<file path="src/rtl/act_readback_ctrl.sv">
// Activation readback controller: issues PE/address read requests to the
// accelerator, buffers indexed responses in a FWFT FIFO and streams them out.
module act_readback_ctrl #(
  parameter int unsigned FIFO_DEPTH = 4
) (
  input  logic        clk,
  input  logic        rst,
  input  logic        start,
  input  logic [11:0] act_no,
  output logic        busy,
  output logic        done,
  output logic        err,
  output logic        read_en,
  input  logic        read_rdy,
  output logic [15:0] read_addr,
  output logic        read_data_rdy,
  input  logic        read_data_vld,
  input  logic [31:0] read_data,
  output logic        out_vld,
  input  logic        out_rdy,
  output logic [11:0] out_idx,
  output logic [15:0] out_act
);

  localparam int unsigned AW = $clog2(FIFO_DEPTH);
  localparam logic [11:0] DEPTH12 = 12'(FIFO_DEPTH);

  typedef enum logic [1:0] {IDLE, ISSUE, DRAIN, DONE} state_e;

  state_e      state_q, state_d;
  logic [11:0] act_no_q, act_no_d;
  logic [11:0] issued_q, issued_d;
  logic [11:0] received_q, received_d;
  logic [11:0] popped_q, popped_d;
  logic [5:0]  pe_idx_q, pe_idx_d;
  logic [5:0]  act_addr_q, act_addr_d;
  logic        err_q, err_d;
  logic        live_q, live_d;
  logic [AW:0] wr_ptr_q, wr_ptr_d;
  logic [AW:0] rd_ptr_q, rd_ptr_d;
  logic [27:0] mem_q [FIFO_DEPTH];

  logic        fifo_empty, fifo_full;
  logic        xfer, accept, push, pop;
  logic [11:0] outstanding;
  logic        unused_bits;

  always_comb begin
    fifo_empty  = (wr_ptr_q == rd_ptr_q);
    fifo_full   = (wr_ptr_q[AW] != rd_ptr_q[AW]) &&
                  (wr_ptr_q[AW-1:0] == rd_ptr_q[AW-1:0]);
    outstanding = issued_q - popped_q;
    unused_bits = ^read_data[31:28];

    busy          = (state_q != IDLE);
    done          = (state_q == DONE);
    err           = err_q;
    read_en       = (state_q == ISSUE) && (issued_q < act_no_q) &&
                    (outstanding < DEPTH12);
    read_addr     = {pe_idx_q, 4'b0000, act_addr_q};
    // live_q holds the response port closed for the cycle after reset
    read_data_rdy = live_q && !fifo_full;
    out_vld       = !fifo_empty;
    out_idx       = mem_q[rd_ptr_q[AW-1:0]][27:16];
    out_act       = mem_q[rd_ptr_q[AW-1:0]][15:0];

    xfer   = read_en && read_rdy;
    accept = read_data_vld && read_data_rdy;
    // responses accepted while idle are stale and silently dropped
    push   = accept && ((state_q == ISSUE) || (state_q == DRAIN));
    pop    = out_vld && out_rdy;
  end

  always_comb begin
    state_d    = state_q;
    act_no_d   = act_no_q;
    issued_d   = issued_q;
    received_d = received_q;
    popped_d   = popped_q;
    pe_idx_d   = pe_idx_q;
    act_addr_d = act_addr_q;
    err_d      = err_q;
    live_d     = 1'b1;
    wr_ptr_d   = wr_ptr_q;
    rd_ptr_d   = rd_ptr_q;

    unique case (state_q)
      IDLE: begin
        if (start) begin
          act_no_d   = act_no;
          issued_d   = '0;
          received_d = '0;
          popped_d   = '0;
          pe_idx_d   = '0;
          act_addr_d = '0;
          err_d      = 1'b0;
          state_d    = (act_no == 12'd0) ? DONE : ISSUE;
        end
      end
      ISSUE: begin
        if (xfer) begin
          issued_d = issued_q + 12'd1;
          if (pe_idx_q == 6'd63) begin
            pe_idx_d   = '0;
            act_addr_d = act_addr_q + 6'd1;
          end else begin
            pe_idx_d = pe_idx_q + 6'd1;
          end
          if (issued_q + 12'd1 == act_no_q) state_d = DRAIN;
        end
      end
      DRAIN: begin
        if (popped_q == act_no_q) state_d = DONE;
      end
      DONE: state_d = IDLE;
      default: state_d = IDLE;
    endcase

    if (push) begin
      received_d = received_q + 12'd1;
      wr_ptr_d   = wr_ptr_q + 1'b1;
      if (read_data[27:16] != received_q) err_d = 1'b1;
    end
    if (pop) begin
      popped_d = popped_q + 12'd1;
      rd_ptr_d = rd_ptr_q + 1'b1;
    end
  end

  always_ff @(posedge clk) begin
    if (!rst) begin
      state_q    <= IDLE;
      act_no_q   <= '0;
      issued_q   <= '0;
      received_q <= '0;
      popped_q   <= '0;
      pe_idx_q   <= '0;
      act_addr_q <= '0;
      err_q      <= 1'b0;
      live_q     <= 1'b0;
      wr_ptr_q   <= '0;
      rd_ptr_q   <= '0;
    end else begin
      state_q    <= state_d;
      act_no_q   <= act_no_d;
      issued_q   <= issued_d;
      received_q <= received_d;
      popped_q   <= popped_d;
      pe_idx_q   <= pe_idx_d;
      act_addr_q <= act_addr_d;
      err_q      <= err_d;
      live_q     <= live_d;
      wr_ptr_q   <= wr_ptr_d;
      rd_ptr_q   <= rd_ptr_d;
    end
  end

  always_ff @(posedge clk) begin
    if (push) mem_q[wr_ptr_q[AW-1:0]] <= read_data[27:0];
  end

endmodule

</file>
<file path="config.mk">
export PLATFORM = sky130hd
export DESIGN_NAME = act_readback_ctrl
export DESIGN_NICKNAME = d
export VERILOG_FILES = /design/src/rtl/act_readback_ctrl.sv
export SDC_FILE = /design/constraint.sdc
export NUM_CORES = 1
export LEC_CHECK = 0
export CORE_MARGIN = 2
export CORE_UTILIZATION = 40
export DETAILED_ROUTE_END_ITERATION = 8
export PLACE_DENSITY = 0.6
export SLEW_MARGIN = 5
export SYNTH_ARGS = -nofsm -noshare
export SYNTH_HDL_FRONTEND = slang
export SYNTH_SLANG_ARGS = --single-unit
</file>
<file path="constraint.sdc">
create_clock -name clk -period 2.95 [get_ports clk]
set_input_delay 0.4425 -clock clk [delete_from_list [all_inputs] [get_ports clk]]
set_output_delay 0.4425 -clock clk [all_outputs]
set_load 0.01 [all_outputs]
</file>
==> flow_results.org, run 1 <==
** Run status
- The run finished with clean final reports.

** Critical path
- FF-to-FF Start :: issued_q[5]
- For this design, the slowest cell found on the critical path is sky130_fd_sc_hd__o41ai_2.
- STA classifies the critical path endpoint as a primary output.
- In this run the worst path has a maximum fanout of 6.
- The critical path contains buffers and inverters numbering 3 combined.
- In this design, the stage delay of the slowest critical-path cell is 0.35 ns.
- The critical path is of the reg2out type.
- Required time at the worst-slack endpoint :: 2.51 ns
- STA puts the critical path data arrival time at 2.44 ns.
- Cell-by-cell listing of the critical path :: inv_1 -> ha_4 -> buf_4 -> nand3_1 -> o41ai_2 -> xnor2_1 -> nand3_2 -> nor3_4 -> buf_2
- Worst path top cell family by delay :: simple AND/OR/NAND/NOR gates
- Origin of the worst setup path :: popped_q[6]
- STA classifies the critical path startpoint as a flop.

** Clock tree
- For the worst-skew pair, the clock arrives at the later sink with an insertion delay of 0.44 ns.
- No sink is reached through more buffers than the 2 on the longest clock path.
- In this run, post-CTS hold repair placed 0 buffers.
- Count of clock tree sinks :: 184
- Clock-pin slew on the worst setup and hold paths :: 0.07 ns
- CTS tree :: done
- CTS placed an instance of sky130_fd_sc_hd__clkbuf_16 at the clock tree root.
- The H-tree generated during clock tree synthesis spans 4 levels.
- Counting the buffers created by CTS gives 17.

** Timing
- The worst pin sits at a relative slew slack of between 50% and 60%.
- The worst path uses ~100% of the clock period.
- Sum of negative setup slack :: 0 ns
- The max-slew violation count is 0.
- For this run, the top clock speed supported by timing is 347 MHz.
- Hold timing on the final database bottoms out at a slack of 0.487 ns.
- The number of endpoints with negative hold slack in the final report was 0.
- Final setup fails :: 0
- Final worst clock skew :: 0.0131 ns
- RSZ-0062 raised after global routing :: true
- Transition time at the pin with the least slew margin :: 0.683 ns
- Subtracting the final worst setup slack from the clock period gives 2.88 ns.

** Floorplanning
- Core Area :: 22400 µm²
- Number of I/O pins :: 100
- Total Die Area :: ~24000 µm²
- Starting Density :: between 40% and 50%
- The die is roughly 150 µm tall.
- Number of cell rows :: 55
- The floorplan step set the die width to about 150 µm.

** Power
- Leakage power figure :: 4.30 nW
- The completed layout was analyzed and its total power is around 0.0077 W.
- VDD IR max :: 0.413 mV
- Dividing total power by cell area gives a power density of 646 nW/µm².

** Global route
- The number of global-route vias before repair was 6742.
- Entering global routing, the biggest net connects 40 pins.
- Wire length of the first global-routing pass :: 36000 µm
- GRT Util Overall :: 19.3%
- After global routing the overflow that remains totals 0.
- The number of antenna violations at the first check in global routing was 0.

** Route
- After detailed routing, the number of vias per cell comes to between 5 and 6.
- Wire per inst :: 17.8 µm
- DRC violation count after routing :: 0
- The detailed router finished its first iteration with about 350 violations.
- Remaining number of nets flagged by the antenna check after routing :: 0
- Summing over every cut layer, the via total after detailed routing is 6866.
- For this block, the routed nets add up to 22700 µm of wire.
- Number of detailed-routing iterations run before antenna repair :: 5

** Layout
- The multi-input combinational cells in the finished layout cover a total of 4250 µm².
- The final layout contains 1066 nets.
- The finished layout holds 1278 standard cells, fillers aside.
- Sequential cell area :: 4820 µm²
- The post-route netlist has 23.0% of its cells at a drive strength greater than 1.
- Compared with the post-synthesis result, the final layout area differs by 31.3%.
- Measured on the finished design, the core utilization comes to 53.1%.
- # diodes :: 0
- Filler cell count :: 1965

** Placement
- GP Congestion :: 0.842
- Cell count after placement :: 1244
- The wire-length estimate of the detail-placed layout is roughly 16000 µm.
- Number of buffers added on ports :: 91

** Synthesis
- Largest area contributor in the synthesized netlist :: sky130_fd_sc_hd__edfxtp_1
- Post-Synthesis Cells :: 805
- The most used flip-flop cell after synthesis is sky130_fd_sc_hd__edfxtp_1.
- Main area contributors after synthesis :: sky130_fd_sc_hd__edfxtp_1 37%, sky130_fd_sc_hd__dfxtp_1 16%, sky130_fd_sc_hd__mux4_2 7.0%
- Post-synthesis cell type count :: 65
- Commonest cells in the netlist :: 112 x sky130_fd_sc_hd__edfxtp_1, 75 x sky130_fd_sc_hd__nand2_1, 72 x sky130_fd_sc_hd__dfxtp_1, 53 x sky130_fd_sc_hd__a21oi_1, 51 x sky130_fd_sc_hd__nor2_1
- Portion of the post-synthesis area used by sequential elements :: 53.0%
- In this run, synthesis produced a sequential element count of 184.
- After synthesis, the mean cell area works out to between 10 and 15 µm².
- For this run, the number of Yosys warnings is 0.
- The most common cell in the synthesized netlist is sky130_fd_sc_hd__edfxtp_1.
- Summing every instance area after synthesis gives 9070 µm².
- Counting flops with an async set or reset pin after synthesis yields a share of 0%.
- Number of flops mapped to enable cells by yosys :: ~110
- The top cell type by area accounts for 37.1% of the synthesized area.

** Run
- Across the run, the number of max-cap violations was 0.

** Min path
- Worst min path class :: reg2reg
- In this run the most critical hold path is launched from received_q[11].
[path summary, 6_finish.rpt]
check,to,slack (ns),cells past startpoint
worst min-delay path,received_q[11],0.49,1
worst max register to register,state_q[0],0.11,9
worst max-delay path,read_en,0.07,9
worst min register to register,received_q[11],0.49,1
[flip-flops by register name (all words and copies together) (netlist names), named ones only]
register / count
state_q: 2
mem_q: 112
popped_q: 12
act_addr_q: 6
live_q: 1
rd_ptr_q: 3
wr_ptr_q: 3
err: 1
received_q: 12
pe_idx_q: 6
issued_q: 12
act_no_q: 12
[layer usage]
layer / vias up / wire length, µm / track usage (%)
met4: 0 / 391 / 5.78
li1: 3360 / - / -
met1: 3317 / 10600 / 26.1
met2: 162 / 10700 / 31.7
met5: - / 0 / 0
met3: 27 / 991 / 3.75
[per-stage QoR]
stage	setup slack, ns	area [µm²]
2_1_floorplan	0.180	9080
3_3_place_gp	-0.158	11000
3_5_place_dp	-0.135	11000
4_1_cts	0.00179	11700
5_1_grt	-0.0754	11900
6_report	0.0682	11900
[layout by cell type (no fill, tap or decap), types with 9 or more instances in the layout]
| master | synthesis | layout |
|---|---|---|
| sky130_fd_sc_hd__nor4_1 | 11 | 9 |
| sky130_fd_sc_hd__o21ai_0 | 35 | 31 |
| sky130_fd_sc_hd__edfxtp_1 | 112 | 112 |
| sky130_fd_sc_hd__a21oi_1 | 53 | 50 |
| sky130_fd_sc_hd__inv_1 | 35 | 32 |
| sky130_fd_sc_hd__and2_1 | 11 | 11 |
| sky130_fd_sc_hd__clkbuf_16 | 0 | 17 |
| sky130_fd_sc_hd__dfxtp_1 | 72 | 57 |
| sky130_fd_sc_hd__o31ai_1 | 14 | 14 |
| sky130_fd_sc_hd__ha_1 | 36 | 25 |
| sky130_fd_sc_hd__mux4_2 | 28 | 28 |
| sky130_fd_sc_hd__ha_4 | 0 | 9 |
| sky130_fd_sc_hd__nand3b_1 | 13 | 13 |
| sky130_fd_sc_hd__dfxtp_2 | 0 | 15 |
| sky130_fd_sc_hd__and3_1 | 22 | 22 |
| sky130_fd_sc_hd__buf_4 | 5 | 98 |
| sky130_fd_sc_hd__nand3_1 | 35 | 34 |
| sky130_fd_sc_hd__xor2_1 | 20 | 20 |
| sky130_fd_sc_hd__xnor2_1 | 31 | 31 |
| sky130_fd_sc_hd__o211ai_1 | 15 | 15 |
| sky130_fd_sc_hd__nand2_1 | 75 | 73 |
| sky130_fd_sc_hd__nor2_1 | 51 | 51 |
| sky130_fd_sc_hd__nor3_1 | 10 | 9 |
| sky130_fd_sc_hd__clkdlybuf4s50_1 | 0 | 90 |
| sky130_fd_sc_hd__nand4_1 | 10 | 10 |
[repair_timing]
action,4_1_cts,5_1_grt
setup buffers,1,1
gates resized for setup,21,45
pin swaps,6,13
endpoints found under the setup margin,3,27
[cell families after synthesis]
kind of cell	Yosys count	synth area share, %
xor gates and xnor gates	51	4.93
DFF	184	53.0
other	1	0.0414
buffers and inverters	76	3.38
AOI/OAI and AO/OA	169	12.2
and+or+nand+nor	257	14.2
muxes	31	7.31
adders and majority gates	36	4.97
[final cells by class]
type,instances,area share [%]
Sequential cell,184,40.5
Multi-Input combinational cell,548,35.7
Timing Repair Buffer,192,14.3
Clock buffer,17,3.57
Tap cell,285,2.99
Clock inverter,15,1.78
Inverter,37,1.17
[report_power, final]
part / switching (W) / total (W) / internal (W)
registers: 0.0000808 / 0.00294 / 0.00286
logic: 0.00126 / 0.00239 / 0.00113
clock network: 0.00118 / 0.00236 / 0.00118
total: 0.00252 / 0.00769 / 0.00517
No activity file was read; power rests on OpenSTA's default activity.
==> inputs of run 2 (changes only) <==
Settings changed: GPL_ROUTABILITY_DRIVEN from default to 0, RECOVER_POWER from default to 50.
==> run 2 against run 1 <==
Effect of this change:
- power down 0.24%
- clock power barely moved
- clock skew increased by 0.0024 ns
- critical path depth is the same
- core utilization is 0.095 points lower
- flip-flop and latch count stayed put
- worst setup slack about the same
==> flow_results.org, run 2 (synthesis gave the netlist of run 1 again) <==
** Global route
- Maximum number of pins on one net before global-route repair :: 40 (unchanged)
- Initial antenna violation count :: 0 (unchanged)
- Wire length of the first global-routing pass :: 36000 µm (unchanged)
- The number of global-route vias before repair was 6742 (unchanged).
- GRT Util Overall :: 19.3% (unchanged)
- The total global routing overflow was 0 (unchanged).

** Floorplanning
- Total Die Area :: 23900 µm² (unchanged)
- Y dimension of the die :: 155 µm (unchanged)
- The core footprint came to 22400 µm² (unchanged).
- Starting Density :: 40.4% (unchanged)
- The die boundary width came to 155 µm (unchanged).
- Number of I/O pins :: 100 (unchanged)
- The total number of placement rows came to 55 (unchanged).

** Min path
- The worst hold path stage count came to 1 (unchanged).
- The startpoint identified for the worst hold timing path is received_q[11].
- The tightest min-delay check is of the reg2reg type.

** Placement
- The cell total after placement came to 1244 (unchanged).
- Total placed instance area :: 11000 µm² (unchanged)
- Number of buffers added on ports :: 91 (unchanged)
- The HPWL after detailed placement came to 16200 µm (unchanged).

** Timing
- Tmin final :: 2.88 ns (+0.000202 ns)
- Final worst clock skew :: 0.0154 ns (+0.00235 ns)
- The max-slew violation count came to 0 (unchanged).
- The worst hold slack was 0.485 ns (-0.00131 ns).
- The worst-case headroom to the max-slew limit was 43.6% (-11 points).
- Setup repair after global routing could not meet its margin everywhere.
- The slew at the pin with the worst max-slew slack came to 0.846 ns (+0.163 ns).
- Final setup fails :: 0 (unchanged)
- The number of endpoints with negative hold slack in the final report is 0 (unchanged).
- Share of the clock period used by the worst path :: 97.7% (about the same)
- The maximum clock frequency came to 347 MHz (about the same).

** Critical path
- The critical path in this run is classified as reg2out.
- The critical path required time is 2.51 ns (about the same).
- Cell-by-cell listing of the critical path :: inv_1 -> ha_4 -> buf_4 -> nand3_1 -> o41ai_2 -> xnor2_1 -> nand3_2 -> nor3_4 -> buf_2
- The cell depth of the worst flop-to-flop path came to 9 (unchanged).
- The critical-path maximum fanout is 6 (unchanged).
- Delay of the slowest cell on the worst path :: 0.35 ns (about the same)
- The worst register-to-register path begins at issued_q[5].
- The worst setup path is launched from a flop.
- Origin of the worst setup path :: popped_q[6]
- The worst setup path is captured at a primary output.
- WP data arrival :: 2.44 ns (about the same)
- Among all stages on the critical path, the largest delay is contributed by sky130_fd_sc_hd__o41ai_2.

** Run status
- The flow ran to the end, and the final reports show no timing, DRC or antenna violations.

** Clock tree
- Clock-pin slew on the worst setup and hold paths :: 0.07 ns (about the same)
- Maximum level of the CTS H-tree :: 4 (unchanged)
- Count of clock tree sinks :: 184 (unchanged)
- The number of buffers created by CTS was 17 (unchanged).
- The tree is rooted in a sky130_fd_sc_hd__clkbuf_16.
- The later-pin clock latency in the skew report came to 0.44 ns (about the same).
- CTS Buffer Depth :: 2 (unchanged)
- Number of hold buffers added after CTS :: 0 (unchanged)
- TritonCTS built the clock tree.

** Layout
- Most frequent standard cell in the layout excluding fill and tap cells :: sky130_fd_sc_hd__edfxtp_1
- Cell area after layout :: 11900 µm² (-0.18%)
- Post-Layout Cell Count :: 1278 (unchanged)
- The fraction of final layout cells with drive strength greater than 1 is 22.5% (-0.50 points).
- Commonest cells after routing, fill and taps aside :: 112 x sky130_fd_sc_hd__edfxtp_1, 92 x sky130_fd_sc_hd__buf_4, 73 x sky130_fd_sc_hd__nand2_1, 57 x sky130_fd_sc_hd__dfxtp_1, 51 x sky130_fd_sc_hd__nor2_1
- The diode insertion count for antenna repair came to 0 (unchanged).
- Area growth, synth to finish :: 31.1%
- The flip-flop count of the largest register, all copies and words added was 112 (unchanged).
- Final Util :: 53.0% (-0.095 points)
- NumNets Final :: 1066 (unchanged)

** Route
- The wire length per cell after detailed routing is 17.7 µm (-0.23%).
- The number of detailed-routing iterations run before antenna repair is 5 (unchanged).
- The post-detailed-route DRC marker count was 0 (unchanged).
- The detailed router's first-iteration violation count came to 320 (-9.6%).
- The detail-routed via count per cell came to 5.39 (+0.32%).
- Total detailed-routing wirelength :: 22700 µm (-0.23%)
- The number of nets with antenna violations after detailed routing was 0 (unchanged).
- The count of vias placed by the detailed router came to 6888 (+0.32%).

** Run
- The max capacitance violation total came to 0 (unchanged).

** Power
- The power density over the cells is 645 nW/µm² (about the same).
- The overall power after layout came to 0.00767 W (-0.24%).
- The maximum resistive drop on vdd came to 0.414 mV (+0.15%).
- The leakage power summed over all cells is 4.34 nW (+0.82%).
## run 2: cell count changes in the layout (fill, tap and decap cells not counted), moves of 2 or more
cell	before	now
sky130_fd_sc_hd__clkbuf_1	0	5
sky130_fd_sc_hd__buf_4	98	92
sky130_fd_sc_hd__clkdlybuf4s50_1	90	47
sky130_fd_sc_hd__dlygate4sd3_1	0	43
sky130_fd_sc_hd__and2_1	11	9
sky130_fd_sc_hd__and2_0	0	2
## run 2: metal layers
layer	track usage, %	up-vias	part of all wire, %
met4	5.78	0	1.7
met5	0	-	0
met1	26.1	3308	46
li1	-	3361	-
met2	31.7	194	47
met3	3.75	25	4.8
## run 2: final timing paths
| path | endpoint | slack (ns) |
|---|---|---|
| max | read_en | 0.07 |
| min | received_q[11] | 0.49 |
| max reg2reg | state_q[0] | 0.12 |
| min reg2reg | received_q[11] | 0.49 |
## run 2: area by class of cell
class | instances | area, µm²
inverter | 37 | 139
sequential | 184 | 4820
clock inverter | 15 | 211
clock buffer | 17 | 425
fill | 1974 | 10500
tap | 285 | 357
multi-input combinational | 548 | 4250
timing repair buffer | 192 | 1680
## run 2: repair_timing
| item | in CTS | in global routing |
|---|---|---|
| resized for setup | 21 | 45 |
| buffers inserted | 1 | 1 |
| hold endpoints to repair | 0 | 0 |
| pin swaps | 6 | 13 |
| setup endpoints to repair | 3 | 27 |
## run 2: worst max-delay path, delay by kind of cell, from the launching register on
family                     cells  cell delay [ns]
AOI/OAI and AO/OA              1             0.35
DFF                            1             0.33
xor gates and xnor gates       1             0.19
buffers and inverters          3             0.39
adders and majority gates      1             0.29
and+or+nand+nor                3             0.46
## run 2: through the flow
step / setup slack [ns] / setup TNS, ns
2_1_floorplan: 0.180 / 0
3_3_place_gp: -0.158 / -0.201
3_5_place_dp: -0.135 / -0.144
4_1_cts: 0.00179 / 0
5_1_grt: -0.0754 / -0.0754
6_report: 0.0680 / 0
## run 2: report_power, final
group / internal (W) / total (W) / leakage (nW) / switching [W]
registers: 0.00286 / 0.00294 / 1.60 / 0.0000804
logic: 0.00111 / 0.00237 / 2.43 / 0.00126
clock network: 0.00118 / 0.00236 / 0.305 / 0.00118
